[src/rtl/count_seq_monitor.sv]
// Sequence monitor for a mod-(MAX_COUNT+1) counter: locks on a 0, verifies every step,
// and reports verified periods, early restarts and illegal steps.
module count_seq_monitor #(
   parameter int CNT_W     = 4,
   parameter int MAX_COUNT = 10,
   parameter int WRAP_W    = 8
) (
   input  logic              clk,
   input  logic              reset,
   input  logic              clear,
   input  logic [CNT_W-1:0]  count_in,
   output logic              locked,
   output logic              wrap_pulse,
   output logic              restart_pulse,
   output logic              err_pulse,
   output logic              err_sticky,
   output logic [WRAP_W-1:0] wrap_cnt,
   output logic [7:0]        err_cnt
);

   localparam logic [0:0]       SEARCH = 1'b0;
   localparam logic [0:0]       TRACK  = 1'b1;
   localparam logic [CNT_W-1:0] MAX_V  = CNT_W'(MAX_COUNT);
   localparam logic [CNT_W-1:0] ZERO_V = {CNT_W{1'b0}};
   localparam logic [CNT_W-1:0] ONE_V  = CNT_W'(1);

   logic [0:0]        state_r, state_s;
   logic [CNT_W-1:0]  expected_r, expected_s;
   logic              wrap_s, restart_s, err_s, sticky_s;
   logic [WRAP_W-1:0] wrap_cnt_s;
   logic [7:0]        err_cnt_s;

   // Next-state and next-output computation; clear overrides the tracking logic.
   always_comb begin
      state_s    = state_r;
      expected_s = expected_r;
      wrap_s     = 1'b0;
      restart_s  = 1'b0;
      err_s      = 1'b0;
      sticky_s   = err_sticky;
      wrap_cnt_s = wrap_cnt;
      err_cnt_s  = err_cnt;
      if (clear) begin
         state_s    = SEARCH;
         expected_s = ZERO_V;
         sticky_s   = 1'b0;
         wrap_cnt_s = {WRAP_W{1'b0}};
         err_cnt_s  = 8'd0;
      end else begin
         case (state_r)
            SEARCH: begin
               if (count_in == ZERO_V) begin
                  state_s    = TRACK;
                  expected_s = ONE_V;
               end else begin
                  state_s    = SEARCH;
               end
            end
            TRACK: begin
               if (count_in == expected_r) begin
                  if (expected_r == MAX_V) begin
                     expected_s = ZERO_V;
                     wrap_s     = 1'b1;
                     wrap_cnt_s = wrap_cnt + WRAP_W'(1);
                  end else begin
                     expected_s = expected_r + ONE_V;
                  end
               end else if (count_in == ZERO_V) begin
                  // Zero while expecting non-zero: the upstream counter was resynced.
                  restart_s  = 1'b1;
                  expected_s = ONE_V;
               end else begin
                  err_s      = 1'b1;
                  sticky_s   = 1'b1;
                  state_s    = SEARCH;
                  expected_s = ZERO_V;
                  if (err_cnt != 8'd255) begin
                     err_cnt_s = err_cnt + 8'd1;
                  end else begin
                     err_cnt_s = err_cnt;
                  end
               end
            end
            default: begin
               state_s    = SEARCH;
               expected_s = ZERO_V;
            end
         endcase
      end
   end

   // State, expected value and all status outputs are registered here.
   always_ff @(posedge clk or negedge reset) begin
      if (!reset) begin
         state_r       <= SEARCH;
         expected_r    <= ZERO_V;
         wrap_pulse    <= 1'b0;
         restart_pulse <= 1'b0;
         err_pulse     <= 1'b0;
         err_sticky    <= 1'b0;
         wrap_cnt      <= {WRAP_W{1'b0}};
         err_cnt       <= 8'd0;
      end else begin
         state_r       <= state_s;
         expected_r    <= expected_s;
         wrap_pulse    <= wrap_s;
         restart_pulse <= restart_s;
         err_pulse     <= err_s;
         err_sticky    <= sticky_s;
         wrap_cnt      <= wrap_cnt_s;
         err_cnt       <= err_cnt_s;
      end
   end

   assign locked = (state_r == TRACK);

endmodule

[config.mk]
export PLATFORM = sky130hd
export DESIGN_NAME = count_seq_monitor
export DESIGN_NICKNAME = d
export VERILOG_FILES = /design/src/rtl/count_seq_monitor.sv
export SDC_FILE = /design/constraint.sdc
export NUM_CORES = 1
export LEC_CHECK = 0
export CORE_UTILIZATION = 51
export CTS_CLUSTER_DIAMETER = 120
export CTS_CLUSTER_SIZE = 8
export DETAILED_ROUTE_END_ITERATION = 16
export GPL_ROUTABILITY_DRIVEN = 0
export PLACE_DENSITY = 0.77
export SLEW_MARGIN = 30
export SYNTH_ARGS = -nofsm -noshare
export SYNTH_HDL_FRONTEND = slang
export SYNTH_SLANG_ARGS = --single-unit
export TNS_END_PERCENT = 20
[constraint.sdc]
create_clock -name clk -period 2.1 [get_ports clk]
set_input_delay 0.42 -clock clk [delete_from_list [all_inputs] [get_ports clk]]
set_output_delay 0.42 -clock clk [all_outputs]
set_load 0.1 [all_outputs]
Word-level counts from Yosys, hierarchy flattened
Index checks and enable logic that the tools add are counted.
- register bits after elaboration: 25
- bits in latches: 0
- bits in writable memories: 0
- ROM bits: 0
- input bits: 7
- output and inout port bits: 21
- logic and storage cells: 60
- memories: 0
- $add $sub $neg: 3
- multipliers: 0
- div/mod/pow operators: 0
- magnitude comparators: 0
- eq/ne operators: 6
- shifts and indexed selects: 0
- muxes and demuxes: 34
- bitwise logic cells: 1
- reductions and logical operators: 8
- operators with widths (operator ; number):
    two-way mux 8 bit ; 9
    two-way mux 1 bit ; 19
    adder 8 x 1 -> 8 bit (second input constant) ; 2
    two-way mux 4 bit ; 4
    inequality test 8 bit (second input constant) ; 1
    one-hot mux 4 bit (2 select lines) ; 1
    nonzero test 2 bit ; 4
    AND reduction 3 bit ; 2
    adder 4 x 1 -> 4 bit (second input constant) ; 1
    equality test 4 bit ; 1
    equality test 4 bit (second input constant) ; 1
    zero test 4 bit ; 1
    inequality test 2 bit (second input constant) ; 2
    AND reduction 4 bit ; 1
    inequality test 3 bit (second input constant) ; 1
    one-hot mux 1 bit (2 select lines) ; 1
    NOT 1 bit ; 1

Longest topological paths before layout
Gate-level depths: netlist (run 1).
- word-level depth: 6
- depth in mapped cells: 6
- depth with buffers taken out: 6

Worst setup path after synthesis (run 1)
No wires, ideal clock.
- path type: reg-to-reg
- start: reg err_cnt[0]
- end: reg err_cnt[5]
- library setup time: 0.128 ns
- arrival time: 2.237 ns
- data required time: 1.972 ns
- setup slack: -0.264 ns
- stages on the path, launching flop included: 7
- buffers on the path: 1
- period minus slack after synthesis: 2.364 ns
- path through: dfrtp_1 ha_1 nand4_1 o21ai_0 buf_2 nor4_1 mux2_1
- word-level cells in the longest chain between the ends: 6
- elaborated cells on any way between the ends: 9
- those cells by class: add/sub (1); eq/ne (1); mux (5); reduce/logical (2)
- ends and longest elaborated chain (item ; RTL line ; source):
    start: declaration ; 18 ; output logic [7:0] err_cnt
    start signal: assignment ; 111 ; err_cnt <= err_cnt_s;
    adder 8 x 1 -> 8 bit ; 78 ; err_cnt_s = err_cnt + 8'd1;
    two-way mux 8 bit ; 77 ; if (err_cnt != 8'd255) begin
    two-way mux 8 bit ; 68 ; end else if (count_in == ZERO_V) begin
    two-way mux 8 bit ; 60 ; if (count_in == expected_r) begin
    two-way mux 8 bit ; 50 ; case (state_r)
    two-way mux 8 bit ; 43 ; if (clear) begin
Parallel ways exist; a longest one is shown, timed or not. The select of a mux whose other input is x is not followed.
A chain may end at the register's enable or synchronous reset.

Worst setup path after layout (run 1)
- start: in count_in[3]
- end: reg wrap_cnt[6]
- word-level cells in the longest chain between the ends: 3
- ends and longest elaborated chain (item ; RTL line ; source):
    start: declaration ; 11 ; input logic [CNT_W-1:0] count_in,
    equality test 4 bit ; 60 ;
    nonzero test 2 bit (no source line) ; n/a ;
    AND reduction 3 bit (no source line) ; n/a ;
    end signal: assignment ; 101 ; wrap_cnt <= {WRAP_W{1'b0}};
    end signal: assignment ; 110 ; wrap_cnt <= wrap_cnt_s;
    end: declaration ; 17 ; output logic [WRAP_W-1:0] wrap_cnt,
No other way between the ends.

==> out/summary.txt, run 1 <==
Status - completed
Share of cells above drive strength 1 - 0.301
Measured slew at the worst slew-check pin - 577 ps
CTS max path bufs - 2
PortBufs - 27
Total CTS buffers - 3
Post-route total power - 0.818 mW
CP Max Fanout - 5
R2r endpoint - wrap_cnt[6]
Crit path max-delay cell type - clkdlybuf4s50_1
Post-Layout Cell Count - 227
R2R cell count - 6
Final hold vios - 0
First-pass GRT wire length - 5950 um
Final period util - 0.961
Routed len/inst - 15.3 um
Initial Util - 0.543
Main synth FF type - dfrtp_1
Drt pass-1 iters - 4
Final HPWL DP - 2590 um
Post-synth top area share - 0.418
Worst-path clk slew - 150 ps
Post-synth EDFFs - 0
Root buffer selected by CTS - clkbuf_4
Vias in the first global route - 1370
Commonest non-fill, non-tap cell in the layout - buf_4
Critical path endpoint category - register
Setup Skew - 11.7 ps
Data required, critical path - 2360 ps
Yosys Warn Count - 0
Minimum clock period - 2020 ps
Antenna Nets Post-Route - 0
FF+latch count, synth - 25
Syn_nets - 167
Synth unique cells - 42
Post-synthesis cell count - 156
Total setup buffers inserted after CTS - 0
Largest cells by area after synthesis - dfrtp_1, a21oi_1, o31ai_1
Final nets - 208
Final setup fails - 0
Synth area leader - dfrtp_1
Critical setup path kind - in2reg
Async set or reset register ratio after synthesis - 1.00
CTS sink count - 25
Total number of vias - 1374
Core area - 2760 sq um
Die X - 56.2 um
# diodes - 0
Total track usage - 0.238
Pin count of the biggest net entering global routing - 26
Slew Limit Headroom - 0.611
Static Leakage - 0.808 nW
Worst r2r src - expected_r[0]
Initial antenna violation count - 0
Post-route setup slack - 81.3 ps
Final WL - 3460 um
CTS tree - yes
Hold crit path type - in2async
I/O pin cnt - 28
P&R area growth vs syn - 25.8%
Worst-path cell chain - clkdlybuf4s50_1 > xnor2_1 > nand4_2 > buf_4 > or4_1 > a21oi_1
Std cell rows - 19
Max Cap Viol - 0
Register area share after synthesis - 0.418
Synth Cell Area - 1500 sq um
Power density over cell area - 434 nW/um^2
Gr ovfl total - 0
Pre-CTS setup slack - -261 ps
Die Area - 3160 sq um
Detailed router's first-iteration violation count - 70
Mean Syn Cell Area - 9.60 sq um
Crit path largest cell delay - 500 ps
Cells after DPL - 223
Fmax - 495 MHz
Maximum vdd ir drop - 0.343 mV
Worst-Skew Late Latency - 330 ps
R2R Setup Slk - 150 ps
DRC viols - 0
Critical Path Source Type - primary input
Most frequent cells in the layout - buf_4, dfrtp_1, a21oi_1
Total negative slack - 0 ps
Vias/cell - 6.05
RSZ-0062 raised after global routing - no
CP arrival - 2270 ps
Fin. max-slew vios - 0
DIE HEIGHT - 56.2 um
H-tree depth - 1
how the worst max path moves through the flow:
stage / start / to / slack (ps) / depth (start not counted)
detailed placement: count_in[0] / err_cnt[6] / -260 / 6
CTS: expected_r[0] / wrap_cnt[6] / 80 / 6
global route: count_in[1] / err_cnt[3] / 0.03 / 7
finish: count_in[3] / wrap_cnt[6] / 80 / 6
floorplan: err_cnt[5] / err_cnt[5] / 9 / 5
global placement: count_in[0] / err_cnt[4] / -180 / 8
critical path, delay by kind of cell:
family	cells	cell delay, ps
AOI/OAI and AO/OA	1	150
xor gates and xnor gates	1	270
buffers and inverters	2	710
and+or+nand+nor	2	720
state kept, by name, indices dropped and copies added, names as in the netlist:
signal / flops
err_cnt: 8
wrap_cnt: 8
expected_r: 4
err_pulse: 1
err_sticky: 1
locked: 1
restart_pulse: 1
wrap_pulse: 1
cells by family after synthesis:
logic type,count (synthesis),share of synthesized area
compound gates,37,0.160
xor+xnor,8,0.0468
fa+ha+maj,4,0.0334
buf+inv,14,0.0510
flops,25,0.418
mux,5,0.0376
simple gates,63,0.254
layer usage:
metal,vias to the layer above,track usage,routed length [um]
li1,673,-,-
met1,647,0.301,1520
met2,48,0.413,1700
met3,6,0.0372,196
met4,0,0.0801,52
met5,-,0,0
layout make-up:
cell class / instances / area, sq um
fill: 230 / 873
multi-input combinational: 117 / 797
sequential: 25 / 634
timing repair buffer: 45 / 365
tap: 31 / 38.8
clock buffer: 3 / 22.5
inverter: 5 / 18.8
clock inverter: 1 / 7.51
Yosys cell counts, types with 2 or more instances:
cell and instances:
o21ai_0 7, nand4_1 7, nor3_1 4, xor2_1 4, xnor2_1 4, a22o_1 2, clkbuf_1 4, or4_1 6
nand2_1 6, nor4_1 5, o31ai_1 7, ha_1 4, dfrtp_1 25, mux2_1 3, nor2_1 10, nand3_1 6
inv_1 5, or3_1 3, a21oi_1 14, mux2_2 2, buf_6 3, nor2b_1 5
report_power, final:
part           switching (mW)  internal [mW]
sequential            0.00518          0.484
clock                   0.150         0.0728
combinational          0.0621         0.0436
what timing repair did:
action,in CTS,in global routing
endpoints found under the setup margin,0,3
gates resized for setup,0,2
hold buffers,0,0
metrics by stage:
step           hold slack [ps]   util  area [sq um]
2_1_floorplan              124      -          1510
3_3_place_gp               485  0.672          1850
3_5_place_dp               493  0.672          1850
4_1_cts                    434  0.682          1880
5_1_grt                    464  0.683          1880
6_report                   431  0.683          1880
No activity file was read; power rests on OpenSTA's default activity.
==> run 2, diff against run 1 <==
clock period = 2.3 ns   (was 2.1 ns; I/O delays follow)
==> out/summary.txt, run 2 (same netlist as run 1, synthesis figures left out) <==
First-pass GRT wire length - 5830 um (was 5950 um)
Setup Skew - 16.9 ps (was 11.7 ps)
Cells after DPL - 222 (was 223)
P&R area growth vs syn - 24.0% (was 25.8%)
Drt pass-1 iters - 4 (unchanged)
Data required, critical path - 2560 ps (was 2360 ps)
Hold crit path type - in2async (unchanged)
Die X - 56.2 um (unchanged)
Final nets - 207 (was 208)
Core area - 2760 sq um (unchanged)
Post-layout util - 0.673 (was 0.683)
Top flop regs - err_cnt: 8 flops, wrap_cnt: 8 flops, expected_r: 4 flops (unchanged)
Worst r2r src - expected_r[0] (unchanged)
CP arrival - 2290 ps (was 2270 ps)
# resized after CTS - 0 (unchanged)
Root buffer selected by CTS - clkbuf_4 (unchanged)
Slew Limit Headroom - 0.702 (was 0.611)
Post-CTS Hold Fix Bufs - 0 (unchanged)
R2R Setup Slk - 270 ps (was 150 ps)
Critical Path Source Type - register (was primary input)
Static Leakage - 0.807 nW (was 0.808 nW)
Max Cap Viol - 0 (unchanged)
Most frequent cells in the layout - buf_4, dfrtp_1, a21oi_1 (unchanged)
Routed len/inst - 15.0 um (was 15.3 um)
Total setup buffers inserted after CTS - 0 (unchanged)
Critical setup path kind - reg2reg (was in2reg)
H-tree depth - 1 (unchanged)
FILL cells - 213 (was 230)
Fin. max-slew vios - 0 (unchanged)
Crit path launch - expected_r[0] (was count_in[3])
Share of cells above drive strength 1 - 0.267 (was 0.301)
Pin count of the biggest net entering global routing - 26 (unchanged)
Worst-case hold slack - 461 ps (was 431 ps)
Initial antenna violation count - 0 (unchanged)
Worst-path clk slew - 160 ps (was 150 ps)
Final HPWL DP - 2500 um (was 2590 um)
Final period util - 0.885
Final WL - 3380 um (was 3460 um)
RSZ-0062 raised after global routing - no (unchanged)
Die Area - 3160 sq um (unchanged)
Post-placement cell area - 1830 sq um (was 1850 sq um)
Final setup fails - 0 (unchanged)
Pre-CTS setup slack - -76.4 ps (was -261 ps)
Post-Layout Cell Count - 226 (was 227)
Antenna Nets Post-Route - 0 (unchanged)
Measured slew at the worst slew-check pin - 441 ps (was 577 ps)
Post-route total power - 0.753 mW (was 0.818 mW)
Detailed router's first-iteration violation count - 62 (was 70)
DRC viols - 0 (unchanged)
Total CTS buffers - 3 (unchanged)
Vias in the first global route - 1309 (was 1370)
# diodes - 0 (unchanged)
Critical path endpoint category - register (unchanged)
CTS tree - yes (unchanged)
Commonest non-fill, non-tap cell in the layout - buf_4 (unchanged)
DIE HEIGHT - 56.2 um (unchanged)
Fin area - 1860 sq um (was 1880 sq um)
Setup crit end - wrap_cnt[6] (unchanged)
Fmax - 491 MHz
I/O pin cnt - 28 (unchanged)
Final hold vios - 0 (unchanged)
CP Max Fanout - 7 (was 5)
Worst-Skew Late Latency - 330 ps (about the same)
R2r endpoint - wrap_cnt[6] (unchanged)
Maximum vdd ir drop - 0.279 mV (was 0.343 mV)
Total track usage - 0.232 (was 0.238)
R2R cell count - 6 (unchanged)
Total negative slack - 0 ps (unchanged)
Power density over cell area - 405 nW/um^2 (was 434 nW/um^2)
CTS max path bufs - 2 (unchanged)
Total number of vias - 1340 (was 1374)
Gr ovfl total - 0 (unchanged)
Std cell rows - 19 (unchanged)
Initial Util - 0.543 (unchanged)
Vias/cell - 5.93 (was 6.05)
Status - completed (unchanged)
Post-route setup slack - 265 ps (was 81.3 ps)
Minimum clock period - 2030 ps
CTS sink count - 25 (unchanged)
PortBufs - 27 (unchanged)
==> run 2: cell types whose count changed in the layout (fill, tap and decap cells not counted) <==
cell,change
dfrtp_2,-5
and3b_1,+1
buf_12,-1
and3b_2,-1
dfrtp_1,+5
==> run 2: how the worst min path moves through the flow <==
stage                from             to  slack (ps)  cells after the start
6_report            reset  expected_r[3]         460                      2
2_1_floorplan       reset     err_cnt[0]         160                      0
3_5_place_dp   err_sticky     err_sticky         490                      2
3_3_place_gp   err_sticky     err_sticky         490                      2
5_1_grt             reset  expected_r[3]         500                      2
4_1_cts             reset  expected_r[3]         470                      2
==> run 2: final cells by class <==
class | instances | area, sq um | area share
clock buffers | 3 | 22.5 | 0.0121
clock inverters | 1 | 7.51 | 0.00404
inverters | 5 | 18.8 | 0.0101
multi-input cells | 117 | 796 | 0.429
flip-flops and latches | 25 | 628 | 0.338
well taps | 31 | 38.8 | 0.0209
repair buffers | 44 | 345 | 0.186
==> run 2: per-layer routing <==
layer	GRT usage	vias up	wire length (um)
met5	0	-	0
met4	0.0662	0	36
met3	0.0349	5	113
met2	0.388	28	1650
met1	0.313	644	1590
li1	-	663	-
==> run 2: critical path, stage by stage (launching register included) <==
cell and delay (ps):
dfrtp_1 510, inv_1 120, ha_1 190, and3b_1 250, nand4_1 220, or4_1 510, a21oi_1 150
==> run 2: power by group <==
group	switching [mW]	total [mW]	internal, mW
registers	0.00389	0.446	0.442
clock network	0.145	0.211	0.0666
logic	0.0574	0.0953	0.0380
total	0.206	0.753	0.546
==> run 3, diff against run 2 <==
CORE_MARGIN = 10   (was default)
==> out/summary.txt, run 3 (same netlist as run 1, synthesis figures left out) <==
Status - completed (unchanged)
Crit path launch - count_in[0] (was expected_r[0])
Worst-Skew Late Latency - 330 ps (about the same)
Most frequent cells in the layout - buf_4, dfrtp_1, a21oi_1 (unchanged)
Final HPWL DP - 2770 um (was 2500 um)
Total CTS buffers - 3 (unchanged)
Commonest non-fill, non-tap cell in the layout - buf_4 (unchanged)
Data required, critical path - 2560 ps (about the same)
Cells after DPL - 221 (was 222)
Die Area - 5500 sq um (was 3160 sq um)
Gr ovfl total - 0 (unchanged)
CTS max path bufs - 2 (unchanged)
Static Leakage - 0.812 nW (was 0.807 nW)
Final period util - 0.926 (was 0.885)
Post-route total power - 0.750 mW (was 0.753 mW)
Maximum vdd ir drop - 0.340 mV (was 0.279 mV)
Detailed router's first-iteration violation count - 86 (was 62)
CTS sink count - 25 (unchanged)
Fin. max-slew vios - 0 (unchanged)
Critical setup path kind - in2reg (was reg2reg)
Pin count of the biggest net entering global routing - 26 (unchanged)
CP Max Fanout - 4 (was 7)
DIE HEIGHT - 74.2 um (was 56.2 um)
Antenna Nets Post-Route - 0 (unchanged)
Worst-path clk slew - 150 ps (was 160 ps)
Critical path endpoint category - register (unchanged)
Final hold vios - 0 (unchanged)
Measured slew at the worst slew-check pin - 623 ps (was 441 ps)
First-pass GRT wire length - 5870 um (was 5830 um)
PortBufs - 27 (unchanged)
Setup Skew - 8.06 ps (was 16.9 ps)
Power density over cell area - 403 nW/um^2 (was 405 nW/um^2)
Drt pass-1 iters - 4 (unchanged)
Total track usage - 0.130 (was 0.232)
Hold crit path type - in2async (unchanged)
Fmax - 470 MHz (was 491 MHz)
Final setup fails - 0 (unchanged)
Initial antenna violation count - 0 (unchanged)
DRC viols - 0 (unchanged)
Std cell rows - 19 (unchanged)
I/O pin cnt - 28 (unchanged)
H-tree depth - 1 (unchanged)
Vias in the first global route - 1294 (was 1309)
Minimum clock period - 2130 ps (was 2030 ps)
# resized after CTS - 0 (unchanged)
Final WL - 3550 um (was 3380 um)
# diodes - 0 (unchanged)
CP arrival - 2390 ps (was 2290 ps)
Post-CTS Hold Fix Bufs - 0 (unchanged)
Fin area - 1860 sq um (about the same)
P&R area growth vs syn - 24.2% (was 24.0%)
Core area - 2780 sq um (was 2760 sq um)
Root buffer selected by CTS - clkbuf_4 (unchanged)
RSZ-0062 raised after global routing - no (unchanged)
Critical Path Source Type - primary input (was register)
Top flop regs - err_cnt: 8 flops, wrap_cnt: 8 flops, expected_r: 4 flops (unchanged)
Final nets - 206 (was 207)
Vias/cell - 6.04 (was 5.93)
Total number of vias - 1358 (was 1340)
Total setup buffers inserted after CTS - 0 (unchanged)
Worst r2r src - expected_r[0] (unchanged)
Routed len/inst - 15.8 um (was 15.0 um)
Initial Util - 0.538 (was 0.543)
Slew Limit Headroom - 0.583 (was 0.702)
FILL cells - 223 (was 213)
CTS tree - yes (unchanged)
Share of cells above drive strength 1 - 0.263 (was 0.267)
Post-placement cell area - 1820 sq um (was 1830 sq um)
Max Cap Viol - 0 (unchanged)
Die X - 74.2 um (was 56.2 um)
Post-Layout Cell Count - 225 (was 226)
run 3: path summary, 6_finish.rpt:
kind	cells past startpoint	slack (ps)	end
hold reg to reg	2	540	err_sticky
setup / recovery	7	170	wrap_cnt[7]
min in group clk	2	540	err_sticky
setup reg to reg	6	260	wrap_cnt[7]
hold / removal	2	470	wrap_cnt[5]
max in group asynchronous	2	1570	err_cnt[1]
run 3: worst max-delay path: stages:
cell,delay [ps]
clkdlybuf4s50_1,480
buf_4,170
xnor2_1,230
nand4_2,190
buf_4,190
or4_1,500
a21oi_1,170
run 3: cell type report:
class	count	area, sq um	share of cell area
timing repair buffer	43	338	0.182
tap	31	38.8	0.0208
inverter	5	18.8	0.0101
multi-input combinational	117	807	0.434
clock inverter	1	7.51	0.00403
sequential	25	628	0.338
clock buffer	3	22.5	0.0121
run 3: power breakdown:
group          internal (mW)  switching (mW)
sequential             0.442         0.00364
clock                 0.0665           0.141
combinational         0.0370          0.0592
run 3: metrics by stage:
step / setup TNS [ps] / setup WS (ps) / util / hold slack (ps)
after floorplan: 0 / 54.4 / - / 164
after global placement: -1020 / -225 / 0.654 / 486
after detailed placement: -2460 / -328 / 0.654 / 511
after CTS: 0 / 42.2 / 0.665 / 467
after global routing: 0 / 93.0 / 0.669 / 485
final: 0 / 171 / 0.669 / 472
run 3: routing by layer:
layer / part of all wire / global-route usage / vias to the layer above / wire length (um)
met1: 0.45 / 0.156 / 654 / 1590
met4: 0.0039 / 0.0414 / 0 / 14
met2: 0.49 / 0.224 / 30 / 1740
met3: 0.058 / 0.0306 / 2 / 205
met5: 0 / 0 / - / 0
li1: - / - / 672 / -
